## src/rtl/instruction_fetch_unit_if.sv

```systemverilog
// Fetch-side bundle: hazard/redirect controls, instruction memory port and the IF/ID register outputs.
// master = fetch unit, slave = surrounding pipeline and memory.
interface instruction_fetch_unit_if;
    logic        stall;
    logic        redirect_valid;
    logic [31:0] redirect_pc;
    logic        imem_read;
    logic [31:0] imem_addr;
    logic [31:0] imem_rdata;
    logic        imem_busywait;
    logic [31:0] if_id_instruction;
    logic [31:0] if_id_pc;
    logic [31:0] if_id_pc_plus4;
    logic        if_id_valid;

    modport master (
        input  stall, redirect_valid, redirect_pc, imem_rdata, imem_busywait,
        output imem_read, imem_addr, if_id_instruction, if_id_pc, if_id_pc_plus4, if_id_valid
    );

    modport slave (
        output stall, redirect_valid, redirect_pc, imem_rdata, imem_busywait,
        input  imem_read, imem_addr, if_id_instruction, if_id_pc, if_id_pc_plus4, if_id_valid
    );
endinterface

```

## src/rtl/instruction_fetch_unit.sv

```systemverilog
// Instruction fetch with IF/ID register: one word per cycle on zero-wait memory, 1-cycle memory-to-IF/ID latency.
// Backpressure: stall holds IF/ID (a completing word parks in a one-entry skid buffer); busywait holds the request.
module instruction_fetch_unit #(
    parameter logic [31:0] RESET_PC = 32'h0000_0000,
    parameter logic [31:0] NOP_INSN = 32'h0000_0013
) (
    input  logic                        clk,
    input  logic                        rst_n,
    instruction_fetch_unit_if.master    bus
);

    typedef enum logic [1:0] {FETCH, DRAIN, HOLD} state_t;

    state_t      state_q, state_d;
    logic [31:0] pc_q, pc_d;
    logic [31:0] target_q, target_d;
    logic [31:0] buf_insn_q, buf_insn_d;
    logic [31:0] buf_pc_q, buf_pc_d;
    logic [31:0] insn_q, insn_d;
    logic [31:0] ifpc_q, ifpc_d;
    logic [31:0] ifpc4_q, ifpc4_d;
    logic        valid_q, valid_d;

    logic        complete;
    logic [31:0] redirect_target;
    logic [31:0] pc_plus4;

    // Request is suppressed while reset is held so nothing is issued before rst_n rises.
    assign bus.imem_read         = rst_n && (state_q != HOLD);
    assign bus.imem_addr         = pc_q;
    assign bus.if_id_instruction = insn_q;
    assign bus.if_id_pc          = ifpc_q;
    assign bus.if_id_pc_plus4    = ifpc4_q;
    assign bus.if_id_valid       = valid_q;

    assign complete        = bus.imem_read && !bus.imem_busywait;
    assign redirect_target = bus.redirect_pc & ~32'd3;
    assign pc_plus4        = pc_q + 32'd4;

    always_ff @(posedge clk or negedge rst_n) begin
        if (!rst_n) begin
            state_q <= FETCH;
        end else begin
            state_q <= state_d;
        end
    end

    always_comb begin
        state_d    = state_q;
        pc_d       = pc_q;
        target_d   = target_q;
        buf_insn_d = buf_insn_q;
        buf_pc_d   = buf_pc_q;
        insn_d     = insn_q;
        ifpc_d     = ifpc_q;
        ifpc4_d    = ifpc4_q;
        valid_d    = valid_q;

        case (state_q)
            FETCH: begin
                if (bus.redirect_valid) begin
                    insn_d  = NOP_INSN;
                    valid_d = 1'b0;
                    if (complete) begin
                        pc_d = redirect_target;
                    end else begin
                        target_d = redirect_target;
                        state_d  = DRAIN;
                    end
                end else if (complete) begin
                    if (bus.stall) begin
                        buf_insn_d = bus.imem_rdata;
                        buf_pc_d   = pc_q;
                        pc_d       = pc_plus4;
                        state_d    = HOLD;
                    end else begin
                        insn_d  = bus.imem_rdata;
                        ifpc_d  = pc_q;
                        ifpc4_d = pc_plus4;
                        valid_d = 1'b1;
                        pc_d    = pc_plus4;
                    end
                end else if (!bus.stall) begin
                    insn_d  = NOP_INSN;
                    valid_d = 1'b0;
                end
            end
            DRAIN: begin
                // The stale request must finish before the target can be issued; its word is dropped.
                insn_d  = NOP_INSN;
                valid_d = 1'b0;
                if (bus.redirect_valid) begin
                    target_d = redirect_target;
                end
                if (complete) begin
                    pc_d    = bus.redirect_valid ? redirect_target : target_q;
                    state_d = FETCH;
                end
            end
            HOLD: begin
                if (bus.redirect_valid) begin
                    buf_insn_d = 32'd0;
                    buf_pc_d   = 32'd0;
                    pc_d       = redirect_target;
                    insn_d     = NOP_INSN;
                    valid_d    = 1'b0;
                    state_d    = FETCH;
                end else if (!bus.stall) begin
                    insn_d  = buf_insn_q;
                    ifpc_d  = buf_pc_q;
                    ifpc4_d = buf_pc_q + 32'd4;
                    valid_d = 1'b1;
                    state_d = FETCH;
                end
            end
            default: begin
                state_d = FETCH;
            end
        endcase
    end

    always_ff @(posedge clk or negedge rst_n) begin
        if (!rst_n) begin
            pc_q       <= RESET_PC;
            target_q   <= 32'd0;
            buf_insn_q <= 32'd0;
            buf_pc_q   <= 32'd0;
            insn_q     <= NOP_INSN;
            ifpc_q     <= 32'd0;
            ifpc4_q    <= 32'd0;
            valid_q    <= 1'b0;
        end else begin
            pc_q       <= pc_d;
            target_q   <= target_d;
            buf_insn_q <= buf_insn_d;
            buf_pc_q   <= buf_pc_d;
            insn_q     <= insn_d;
            ifpc_q     <= ifpc_d;
            ifpc4_q    <= ifpc4_d;
            valid_q    <= valid_d;
        end
    end

endmodule
```

## src/flat_wrapper.sv

```systemverilog
// flat-port wrapper written by rule: the top's interface ports become plain ports
module instruction_fetch_unit_flat 
#(
    parameter logic [31:0] RESET_PC = 32'h0000_0000,
    parameter logic [31:0] NOP_INSN = 32'h0000_0013
)
  (clk, rst_n, bus_stall, bus_redirect_valid, bus_redirect_pc, bus_imem_rdata, bus_imem_busywait, bus_imem_read, bus_imem_addr, bus_if_id_instruction, bus_if_id_pc, bus_if_id_pc_plus4, bus_if_id_valid);
  instruction_fetch_unit_if bus_i ();
  input  logic clk;
  input  logic rst_n;
  input wire logic [$bits(bus_i.stall)-1:0] bus_stall;
  input wire logic [$bits(bus_i.redirect_valid)-1:0] bus_redirect_valid;
  input wire logic [$bits(bus_i.redirect_pc)-1:0] bus_redirect_pc;
  input wire logic [$bits(bus_i.imem_rdata)-1:0] bus_imem_rdata;
  input wire logic [$bits(bus_i.imem_busywait)-1:0] bus_imem_busywait;
  output wire logic [$bits(bus_i.imem_read)-1:0] bus_imem_read;
  output wire logic [$bits(bus_i.imem_addr)-1:0] bus_imem_addr;
  output wire logic [$bits(bus_i.if_id_instruction)-1:0] bus_if_id_instruction;
  output wire logic [$bits(bus_i.if_id_pc)-1:0] bus_if_id_pc;
  output wire logic [$bits(bus_i.if_id_pc_plus4)-1:0] bus_if_id_pc_plus4;
  output wire logic [$bits(bus_i.if_id_valid)-1:0] bus_if_id_valid;
  assign bus_i.stall = bus_stall;
  assign bus_i.redirect_valid = bus_redirect_valid;
  assign bus_i.redirect_pc = bus_redirect_pc;
  assign bus_i.imem_rdata = bus_imem_rdata;
  assign bus_i.imem_busywait = bus_imem_busywait;
  assign bus_imem_read = bus_i.imem_read;
  assign bus_imem_addr = bus_i.imem_addr;
  assign bus_if_id_instruction = bus_i.if_id_instruction;
  assign bus_if_id_pc = bus_i.if_id_pc;
  assign bus_if_id_pc_plus4 = bus_i.if_id_pc_plus4;
  assign bus_if_id_valid = bus_i.if_id_valid;
  instruction_fetch_unit #(.RESET_PC(RESET_PC), .NOP_INSN(NOP_INSN)) u_core (.clk(clk), .rst_n(rst_n), .bus(bus_i));
endmodule
```

## config.mk

```make
export PLATFORM = sky130hd
export DESIGN_NAME = instruction_fetch_unit_flat
export DESIGN_NICKNAME = d
export VERILOG_FILES = /design/src/rtl/instruction_fetch_unit_if.sv /design/src/rtl/instruction_fetch_unit.sv /design/src/flat_wrapper.sv
export SDC_FILE = /design/constraint.sdc
export NUM_CORES = 1
export LEC_CHECK = 0
export BUFFER_PORTS_ARGS = -buffer_cell sky130_fd_sc_hd__buf_2
export CAP_MARGIN = 15
export CORE_AREA = 2 2 194 177
export CTS_BUF_LIST = sky130_fd_sc_hd__clkbuf_8
export DETAILED_ROUTE_END_ITERATION = 16
export DIE_AREA = 0 0 196 179
export GPL_TIMING_DRIVEN = 0
export SYNTH_ARGS = -nofsm -noshare
export SYNTH_HDL_FRONTEND = slang
export SYNTH_SLANG_ARGS = --single-unit
```

## constraint.sdc

```tcl
create_clock -name clk -period 7 [get_ports clk]
set_input_delay 0.35 -clock clk [delete_from_list [all_inputs] [get_ports clk]]
set_output_delay 0.35 -clock clk [all_outputs]
set_load 0.02 [all_outputs]
```

==> impl_summary.log, run 1 <==
INFO  metric status = finished clean
INFO  metric hold_fix_buffers_at_cts = 1
INFO  metric drt-total-wl = 38,600 um
INFO  metric clock_path_buffers = 3
INFO  metric grt-ovfl-total = 0
INFO  metric hold_wc_path_type = in -> reg
INFO  metric area_growth_syn_to_layout = 21.0%
INFO  metric slowest_stage = nor3b_2
INFO  metric min_period_over_period = 52.8%
INFO  metric fp.dieW = 196 um
INFO  metric clkTransAtPathRegs = 0.06 ns
INFO  metric slowest_delay = 0.61 ns
INFO  metric place.detailed.instances = 1,808
INFO  metric routed_vias_inst = 5.46
INFO  metric maxSlewViolCount = 0
INFO  metric async_flop_share = 100%
INFO  metric required_worst_endpoint = 7.42 ns
INFO  metric grt_setup_unrepaired = no
INFO  metric netlist_instances = 1,183
INFO  metric cts_inserted_buffers = 41
INFO  metric r2r-start = u_core.state_q[0]
INFO  metric power_density = 454 nW/um^2
INFO  metric synth_enable_flop_cells = 0
INFO  metric skew = 0.0333 ns
INFO  metric ir_worst_vdd = 0.154 mV
INFO  metric fp.coreArea = 33,300 sq um
INFO  metric drc = 0
INFO  metric final.min_clock_period = 3.70 ns
INFO  metric routed_wire_length_per_instance = 20.5 um
INFO  metric maxCapViolCount = 0
INFO  metric vias_in_the_first_global_route = 9,664
INFO  metric num_io_pins = 199
INFO  metric layout.nets = 1,498
INFO  metric drtAntennaViolNets = 0
INFO  metric timing.setup.tns = 0 ns
INFO  metric vias = 10,300
INFO  metric layout.cells.most_common = dfrtp_1
INFO  metric layout.cells.non_filler = 1,884
INFO  metric gpl.final_weighted_congestion = 0.934
INFO  metric postSynthAreaPerCell = 9.68 sq um
INFO  metric worst_path_dominant_cell_family = buffers and inverters
INFO  metric drt-initial-drc-count = 955
INFO  metric most-common-layout-cells = 222 x dfrtp_1, 214 x buf_2, 133 x nand2_1
INFO  metric cts.repair.resized = 0
INFO  metric share_of_the_yosys_chip_area_belonging_to_registers = 49.2%
INFO  metric grt_start_max_net_pins = 119
INFO  metric worst_setup_path_startpoint = rst_n
INFO  metric dominantRegCellSynth = dfrtp_1
INFO  metric cts_tree = built
INFO  metric antenna_found_initial = 1
INFO  metric die_height = 179 um
INFO  metric finish_stage_setup_viols = 0
INFO  metric start_util = 34.4%
INFO  metric synthesis.nets = 1,258
INFO  metric synth_seq_cells = 225
INFO  metric critical_path_arrival = 4.11 ns
INFO  metric total_leakage_power = 0.00627 uW
INFO  metric ys_types = 65
INFO  metric global_route_wire_length_before_repair = 58,300 um
INFO  metric worstPathBufferInverterCount = 5
INFO  metric port_buffers = 195
INFO  metric critPathCaptureType = flop
INFO  metric yosysWarningCount = 0
INFO  metric grt_util_all_layers = 21.6%
INFO  metric crit_chain = dlygate4sd3_1 > buf_8 > buf_16 > nor3b_2 > a21oi_1 > nand2b_1 > buf_2 > clkbuf_1 > a211o_1 > a21boi_0
INFO  metric dpl_wire_length = 28,700 um
INFO  metric placement_rows = 64
INFO  metric clk_root_buffer_cell = clkbuf_8
INFO  metric worst_skew_pair.late_latency = 0.56 ns
INFO  metric cts_htree_levels = 2
INFO  metric hp-start = bus_imem_rdata[9]
INFO  metric floorplan.die_area = 35,100 sq um
INFO  metric fillers = 3,377
INFO  metric cts_setup_buffers = 0
INFO  metric max_slew.worst_pin.slew = 0.901 ns
INFO  metric final_report_hold_violation_count = 0
INFO  metric setup.worst_path.class = in -> reg
INFO  metric synth.cell_area = 11,400 sq um
INFO  metric worst_setup_path_start_kind = input port
INFO  metric slew_headroom = 39.9%
INFO  metric layout.core_utilization = 41.6%
INFO  metric clkSinkCount = 225
INFO  metric post_route_cells_drive_above_1_share = 22.6%
INFO  metric drt-pass1-iter-count = 6
INFO  metric path_max_fanout = 118
INFO  metric fmaxAchievable = 270 MHz
INFO  metric p_total = 6290 uW
==> final timing paths <==
kind	cells after the start	slack [ns]	to
setup / recovery	10	3.30	u_core.bus.if_id_pc[2]
hold / removal	2	0.03	u_core.buf_insn_q[9]
min in group asynchronous	2	0.40	u_core.bus.imem_addr[4]
max in group asynchronous	3	5.51	u_core.bus.if_id_instruction[25]
hold reg to reg	2	0.47	u_core.bus.if_id_pc[28]
setup reg to reg	8	3.95	u_core.bus.if_id_pc[12]
==> worst register-to-register path, stage by stage (launching register included) <==
cell and delay, ns:
dfrtp_1 0.42, inv_1 0.14, ha_1 0.17, buf_4 0.19, buf_2 0.33, clkbuf_1 0.57
clkbuf_1 0.62, mux2i_1 0.38, o21ai_0 0.12
==> registers in the layout, indices dropped and copies added (netlist names) <==
register and cells:
u_core.buf_insn_q 32, u_core.buf_pc_q 32, u_core.bus.if_id_instruction 32, u_core.bus.if_id_pc_plus4 32, u_core.bus.imem_addr 32, u_core.target_q 32
u_core.bus.if_id_pc 30, u_core.state_q 2, u_core.bus.if_id_valid 1
==> final cells by class <==
type                    count  area, sq um  area share (%)
well taps                 429          537            3.87
multi-input cells         839         5320            38.4
flip-flops and latches    225         5630            40.7
inverters                  19         71.3           0.515
diodes                      1         2.50          0.0181
clock buffers              50          688            4.97
plain buffers             100          428            3.09
clock inverters            24          158            1.14
repair buffers            197         1020            7.39
==> synth_stat cells (20+ instances only) <==
| library cell | instances | area, sq um |
|---|---|---|
| nand3_1 | 26 | 130 |
| buf_2 | 20 | 100 |
| o21ai_0 | 99 | 495 |
| xnor2_1 | 30 | 263 |
| a22o_1 | 44 | 385 |
| clkbuf_1 | 68 | 255 |
| dfrtp_1 | 222 | 5560 |
| nand2b_1 | 34 | 213 |
| a21oi_1 | 78 | 390 |
| mux2_2 | 36 | 405 |
| a21boi_0 | 28 | 210 |
| nand2_1 | 133 | 499 |
| a22oi_1 | 46 | 345 |
| nor2_1 | 59 | 221 |
==> stage by stage <==
step,setup WS [ns],instance area [sq um],hold slack [ns]
after floorplan,4.66,11400,0.0544
final,3.30,13900,0.0312
after global routing,2.83,13900,0.0172
after CTS,3.17,13900,0.00120
after global placement,0.179,13000,0.455
after detailed placement,3.18,13000,0.467
==> power by group <==
group	internal (uW)	leakage, uW	switching, uW
clock network	721	0.000497	572
logic	976	0.00289	1710
registers	1850	0.00288	464
==> routing by layer <==
metal	track usage, %	share of wire, %	vias to the layer above
met3	4.04	7.6	67
met4	6.25	2.7	0
met2	32.8	44	382
met5	0	0	-
li1	-	-	4793
met1	31.3	46	5054
==> logic make-up (layout without fill, tap and decap cells) <==
group | Yosys count | after routing | synth area share, %
compound gates | 385 | 385 | 22.3
buf+inv | 119 | 390 | 4.36
mux | 53 | 53 | 5.03
simple gates | 350 | 350 | 15.0
xor+xnor | 45 | 45 | 3.44
fa+ha+maj | 6 | 6 | 0.656
flops | 225 | 225 | 49.2
other cells | 0 | 1 | 0
No activity file was read; power rests on OpenSTA's default activity.
==> run 2, diff against run 1 <==
clock period = 3.75 ns   (was 7 ns; I/O delays follow)
==> run 2 against run 1 <==
Clock skew grew 0.0023 ns. Global-route usage is 0.24 points higher. Critical path type is now reg -> out. Non-clock buffer count rose by 63. Clock-buffer cell count unchanged.
==> impl_summary.log, run 2 (synthesis gave the netlist of run 1 again) <==
INFO  metric status = finished clean
INFO  metric switchingPower = 5160 uW
INFO  metric grt-ovfl-total = 0
INFO  metric die_height = 179 um
INFO  metric fp.dieW = 196 um
INFO  metric num_antenna_cells = 0
INFO  metric cts_tree = built
INFO  metric grt_start_max_net_pins = 119
INFO  metric fmaxAchievable = 290 MHz
INFO  metric floorplan.die_area = 35,100 sq um
INFO  metric gpl.final_weighted_congestion = 0.934
INFO  metric critPathCaptureType = primary output
INFO  metric grt_setup_unrepaired = no
INFO  metric num_io_pins = 199
INFO  metric power.switching_fraction = 43.6%
INFO  metric worst_skew_pair.late_latency = 0.56 ns
INFO  metric clock_power_share = 20.4%
INFO  metric required_worst_endpoint = 3.56 ns
INFO  metric clock_path_buffers = 3
INFO  metric final.min_clock_period = 3.45 ns
INFO  metric vias_in_the_first_global_route = 9,968
INFO  metric setup.worst_path.class = reg -> out
INFO  metric seq_power_share = 36.6%
INFO  metric maxCapViolCount = 0
INFO  metric start_util = 34.4%
INFO  metric hold_slack = 0.0685 ns
INFO  metric dpl-instance-area = 13,000 sq um
INFO  metric cts_htree_levels = 2
INFO  metric fillers = 3,325
INFO  metric max_slew.worst_pin.slew = 0.902 ns
INFO  metric drt-pass1-iter-count = 5
INFO  metric skew = 0.0356 ns
INFO  metric critical_path_arrival = 3.26 ns
INFO  metric clkSinkCount = 225
INFO  metric fp.coreArea = 33,300 sq um
INFO  metric routed_vias_inst = 5.41
INFO  metric most-common-layout-cells = 222 x dfrtp_1, 214 x buf_2, 133 x nand2_1
INFO  metric layout.nets = 1,561
INFO  metric slew_headroom = 39.9%
INFO  metric drt-initial-drc-count = 906
INFO  metric antenna_found_initial = 0
INFO  metric worst_setup_path_start_kind = flop
INFO  metric min_period_over_period = 91.9%
INFO  metric drc = 0
INFO  metric finish_stage_setup_viols = 0
INFO  metric total_leakage_power = 0.00654 uW
INFO  metric clk_root_buffer_cell = clkbuf_8
INFO  metric hold_wc_path_type = in -> reg
INFO  metric combinationalPowerShare = 43.0%
INFO  metric clkTransAtPathRegs = 0.06 ns
INFO  metric power_density = 815 nW/um^2
INFO  metric area_growth_syn_to_layout = 26.6%
INFO  metric placement_rows = 64
INFO  metric drtAntennaViolNets = 0
INFO  metric layout.cells.most_common = dfrtp_1
INFO  metric final_report_hold_violation_count = 0
INFO  metric port_buffers = 195
INFO  metric routed_wire_length_per_instance = 20.1 um
INFO  metric path_max_fanout = 10
INFO  metric internal-power = 6660 uW
INFO  metric cts_inserted_buffers = 41
INFO  metric post_route_cells_drive_above_1_share = 21.7%
INFO  metric maxSlewViolCount = 0
INFO  metric ir_worst_vdd = 0.265 mV
INFO  metric final_design_area_no_fill = 14,500 sq um
INFO  metric cts_setup_buffers = 0
INFO  metric vias = 10,500
INFO  metric drt-total-wl = 39,100 um
INFO  metric global_route_wire_length_before_repair = 59,100 um
INFO  metric dpl_wire_length = 28,700 um
INFO  metric grt_util_all_layers = 21.8%
==> run 2: cell types whose count changed in the layout (fill, tap and decap cells not counted), sizes merged <==
cell         previous run  this run
dlygate4sd3             1        64
diode                   1         0
==> run 2: path summary, 6_finish.rpt <==
check / endpoint / start / slack [ns] / depth (start not counted)
max in group asynchronous: u_core.buf_insn_q[25] / rst_n / 2.55 / 3
setup reg to reg: u_core.bus.if_id_pc[12] / u_core.state_q[0] / 0.70 / 8
hold reg to reg: u_core.bus.if_id_pc[28] / u_core.bus.if_id_pc[28] / 0.47 / 2
hold / removal: u_core.state_q[1] / bus_imem_busywait / 0.07 / 4
setup / recovery: bus_imem_read / u_core.state_q[0] / 0.30 / 8
min in group asynchronous: u_core.target_q[13] / rst_n / 0.18 / 2
==> run 2: what timing repair did <==
item | CTS | global route
resized for setup | 0 | 2
hold endpoints to repair | 210 | 0
setup endpoints to repair | 0 | 52
hold buffers | 64 | 0
==> run 2: layout make-up <==
class / instances / area, sq um / area share, %
well taps: 429 / 537 / 3.70
clock buffers: 50 / 688 / 4.75
flip-flops and latches: 225 / 5630 / 38.9
plain buffers: 100 / 428 / 2.95
inverters: 19 / 71.3 / 0.492
clock inverters: 24 / 158 / 1.09
multi-input cells: 839 / 5320 / 36.7
repair buffers: 260 / 1660 / 11.4
==> run 2: metal layers <==
metal	track usage (%)	vias to the layer above	share of wire, %
li1	-	4910	-
met4	7.77	0	3.5
met1	31.5	5165	46
met2	32.9	372	44
met3	3.78	78	6.8
met5	0	-	0
==> run 2: power groups by stage <==
stage / Clock, uW / Combinational [uW] / Sequential, uW
floorplan: 0 / 2610 / 4780
global placement: 0 / 4930 / 4290
global route: 2570 / 5530 / 4450
CTS: 2470 / 5050 / 4290
detailed placement: 0 / 4980 / 4320
finish: 2410 / 5080 / 4320
==> run 2: critical path, stage by stage (launching register included) <==
cell,delay (ns)
dfrtp_1,0.42
inv_1,0.14
ha_1,0.17
buf_4,0.20
buf_2,0.33
clkbuf_1,0.55
buf_1,0.56
nor2b_1,0.14
buf_2,0.19
==> run 2: stage by stage <==
stage | worst slack, ns | TNS, ns | total power [uW] | util, % | instances
after floorplan | 1.41 | 0 | 7390 | - | 1183
after CTS | 0.0780 | 0 | 11800 | 43.5 | 1946
after global placement | -2.91 | -918.10 | 9210 | 38.9 | 1807
final | 0.302 | 0 | 11800 | 43.5 | 1946
after global routing | 0.0987 | 0 | 12500 | 43.5 | 1946
after detailed placement | 0.0904 | 0 | 9300 | 39.0 | 1808
==> run 3, diff against run 2 <==
CORE_AREA = 2 2 176 195   (was 2 2 194 177)
DIE_AREA = 0 0 178 197   (was 0 0 196 179)
==> run 3 against run 2 <==
Non-clock buffer count unchanged. Clock skew up 0.0075 ns. Sequential cell count unchanged. Highest routed layer is now met5. Sequential power about the same. Sequential share of layout area down 0.19 points. Combinational power down 2%. Hold slack better by 0.022 ns.
==> impl_summary.log, run 3 (synthesis gave the netlist of run 1 again) <==
INFO  metric worst_skew_pair.late_latency = 0.56 ns
INFO  metric grt_util_all_layers = 21.9%
INFO  metric grt_setup_unrepaired = no
INFO  metric final.min_clock_period = 3.36 ns
INFO  metric hold_wc_path_type = in -> reg
INFO  metric fmaxAchievable = 298 MHz
INFO  metric pre_cts_slack = 0.105 ns
INFO  metric required_worst_endpoint = 4.21 ns
INFO  metric critical_path_arrival = 3.82 ns
INFO  metric start_util = 34.7%
INFO  metric gpl.final_weighted_congestion = 0.884
INFO  metric cts_inserted_buffers = 41
INFO  metric ir_worst_vdd = 0.382 mV
INFO  metric grt-ovfl-total = 0
INFO  metric drt-total-wl = 38,500 um
INFO  metric worst_setup_path_start_kind = input port
INFO  metric path_max_fanout = 116
INFO  metric clock_path_buffers = 3
INFO  metric maxSlewViolCount = 0
INFO  metric vias = 10,500
INFO  metric area_growth_syn_to_layout = 27.3%
INFO  metric floorplan.die_area = 35,100 sq um
INFO  metric total_leakage_power = 0.00653 uW
INFO  metric max_slew.worst_pin.slew = 1.01 ns
INFO  metric status = finished clean
INFO  metric setup.worst_path.class = in -> reg
INFO  metric place.detailed.instances = 1,811
INFO  metric layout.core_utilization = 44.1%
INFO  metric antenna_found_initial = 4
INFO  metric final_design_area_no_fill = 14,600 sq um
INFO  metric drc = 0
INFO  metric grt_start_max_net_pins = 117
INFO  metric routed_vias_inst = 5.41
INFO  metric postLayoutSetupSlackWorst = 0.389 ns
INFO  metric layout.cells.most_common = dfrtp_1
INFO  metric routed_wire_length_per_instance = 19.7 um
INFO  metric layout.nets = 1,561
INFO  metric clkTransAtPathRegs = 0.06 ns
INFO  metric skew = 0.0431 ns
INFO  metric num_io_pins = 199
INFO  metric final_report_hold_violation_count = 0
INFO  metric placement_rows = 70
INFO  metric maxCapViolCount = 0
INFO  metric vias_in_the_first_global_route = 10,500
INFO  metric global_route_wire_length_before_repair = 60,100 um
INFO  metric drtAntennaViolNets = 0
INFO  metric fp.dieW = 178 um
INFO  metric finish_stage_setup_viols = 0
INFO  metric dpl-instance-area = 13,000 sq um
INFO  metric clk_root_buffer_cell = clkbuf_8
INFO  metric power_density = 813 nW/um^2
INFO  metric drt-pass1-iter-count = 5
INFO  metric cts_htree_levels = 2
INFO  metric layout.cells.non_filler = 1,950
INFO  metric cts_setup_buffers = 0
INFO  metric post_route_cells_drive_above_1_share = 22.5%
INFO  metric critPathCaptureType = flop
INFO  metric clkSinkCount = 225
INFO  metric dpl_wire_length = 28,000 um
INFO  metric slew_headroom = 32.5%
INFO  metric die_height = 197 um
INFO  metric cts_tree = built
INFO  metric drt-initial-drc-count = 851
INFO  metric most-common-layout-cells = 222 x dfrtp_1, 214 x buf_2, 133 x nand2_1
INFO  metric port_buffers = 195
INFO  metric fp.coreArea = 33,000 sq um
INFO  metric min_period_over_period = 89.6%
==> run 3: layer usage <==
metal  track usage (%)  up-vias  wire length, um
met1              28.4     5156            16300
li1                  -     4915                -
met5                 0        -               11
met4              7.19        2             1020
met3              4.28       73             2640
met2              36.4      400            18600
==> run 3: cell type report <==
type,count,area (sq um)
clock inverters,15,123
well taps,432,541
repair buffers,260,1660
plain buffers,100,428
inverters,19,71.3
clock buffers,57,785
fillers,3269,18500
diodes,3,7.51
flip-flops and latches,225,5630
multi-input cells,839,5320
==> run 3: worst max-delay path, cell delays in order <==
cell and delay [ns]:
dlygate4sd3_1 0.58, buf_12 0.48, buf_16 0.47, nor3b_4 0.48, a21oi_1 0.14, nor3_1 0.83
o21ai_0 0.31, o211ai_1 0.18
==> run 3: worst paths after layout <==
kind	start	end	slack (ns)	cells past startpoint
max in group asynchronous	rst_n	u_core.buf_insn_q[3]	2.47	3
worst min register to register	u_core.bus.if_id_pc[29]	u_core.bus.if_id_pc[29]	0.47	2
worst max register to register	u_core.state_q[0]	u_core.bus.if_id_pc_plus4[10]	0.67	8
worst min-delay path	bus_imem_busywait	u_core.state_q[1]	0.09	4
min in group asynchronous	rst_n	u_core.buf_pc_q[8]	0.23	2
worst max-delay path	rst_n	u_core.bus.if_id_pc_plus4[27]	0.39	8
==> run 3: per-stage QoR <==
| step | TNS, ns | power (uW) | hold WS (ns) |
|---|---|---|---|
| finish | 0 | 11800 | 0.0906 |
| global route | 0 | 12600 | 0.105 |
| CTS | 0 | 11900 | 0.0615 |
| detailed placement | 0 | 9210 | 0.335 |
| global placement | -924.95 | 9090 | 0.427 |
| floorplan | 0 | 7390 | -0.108 |
==> run 3: where the power goes <==
group	total (uW)	internal (uW)	switching, uW
registers	4320	3450	876
logic	4970	1860	3100
clock network	2560	1490	1080
==> run 3: repair_timing <==
item | CTS | global route
hold endpoints to repair | 216 | 0
hold buffers | 64 | 0
gates resized for setup | 0 | 2
setup endpoints to repair | 0 | 58
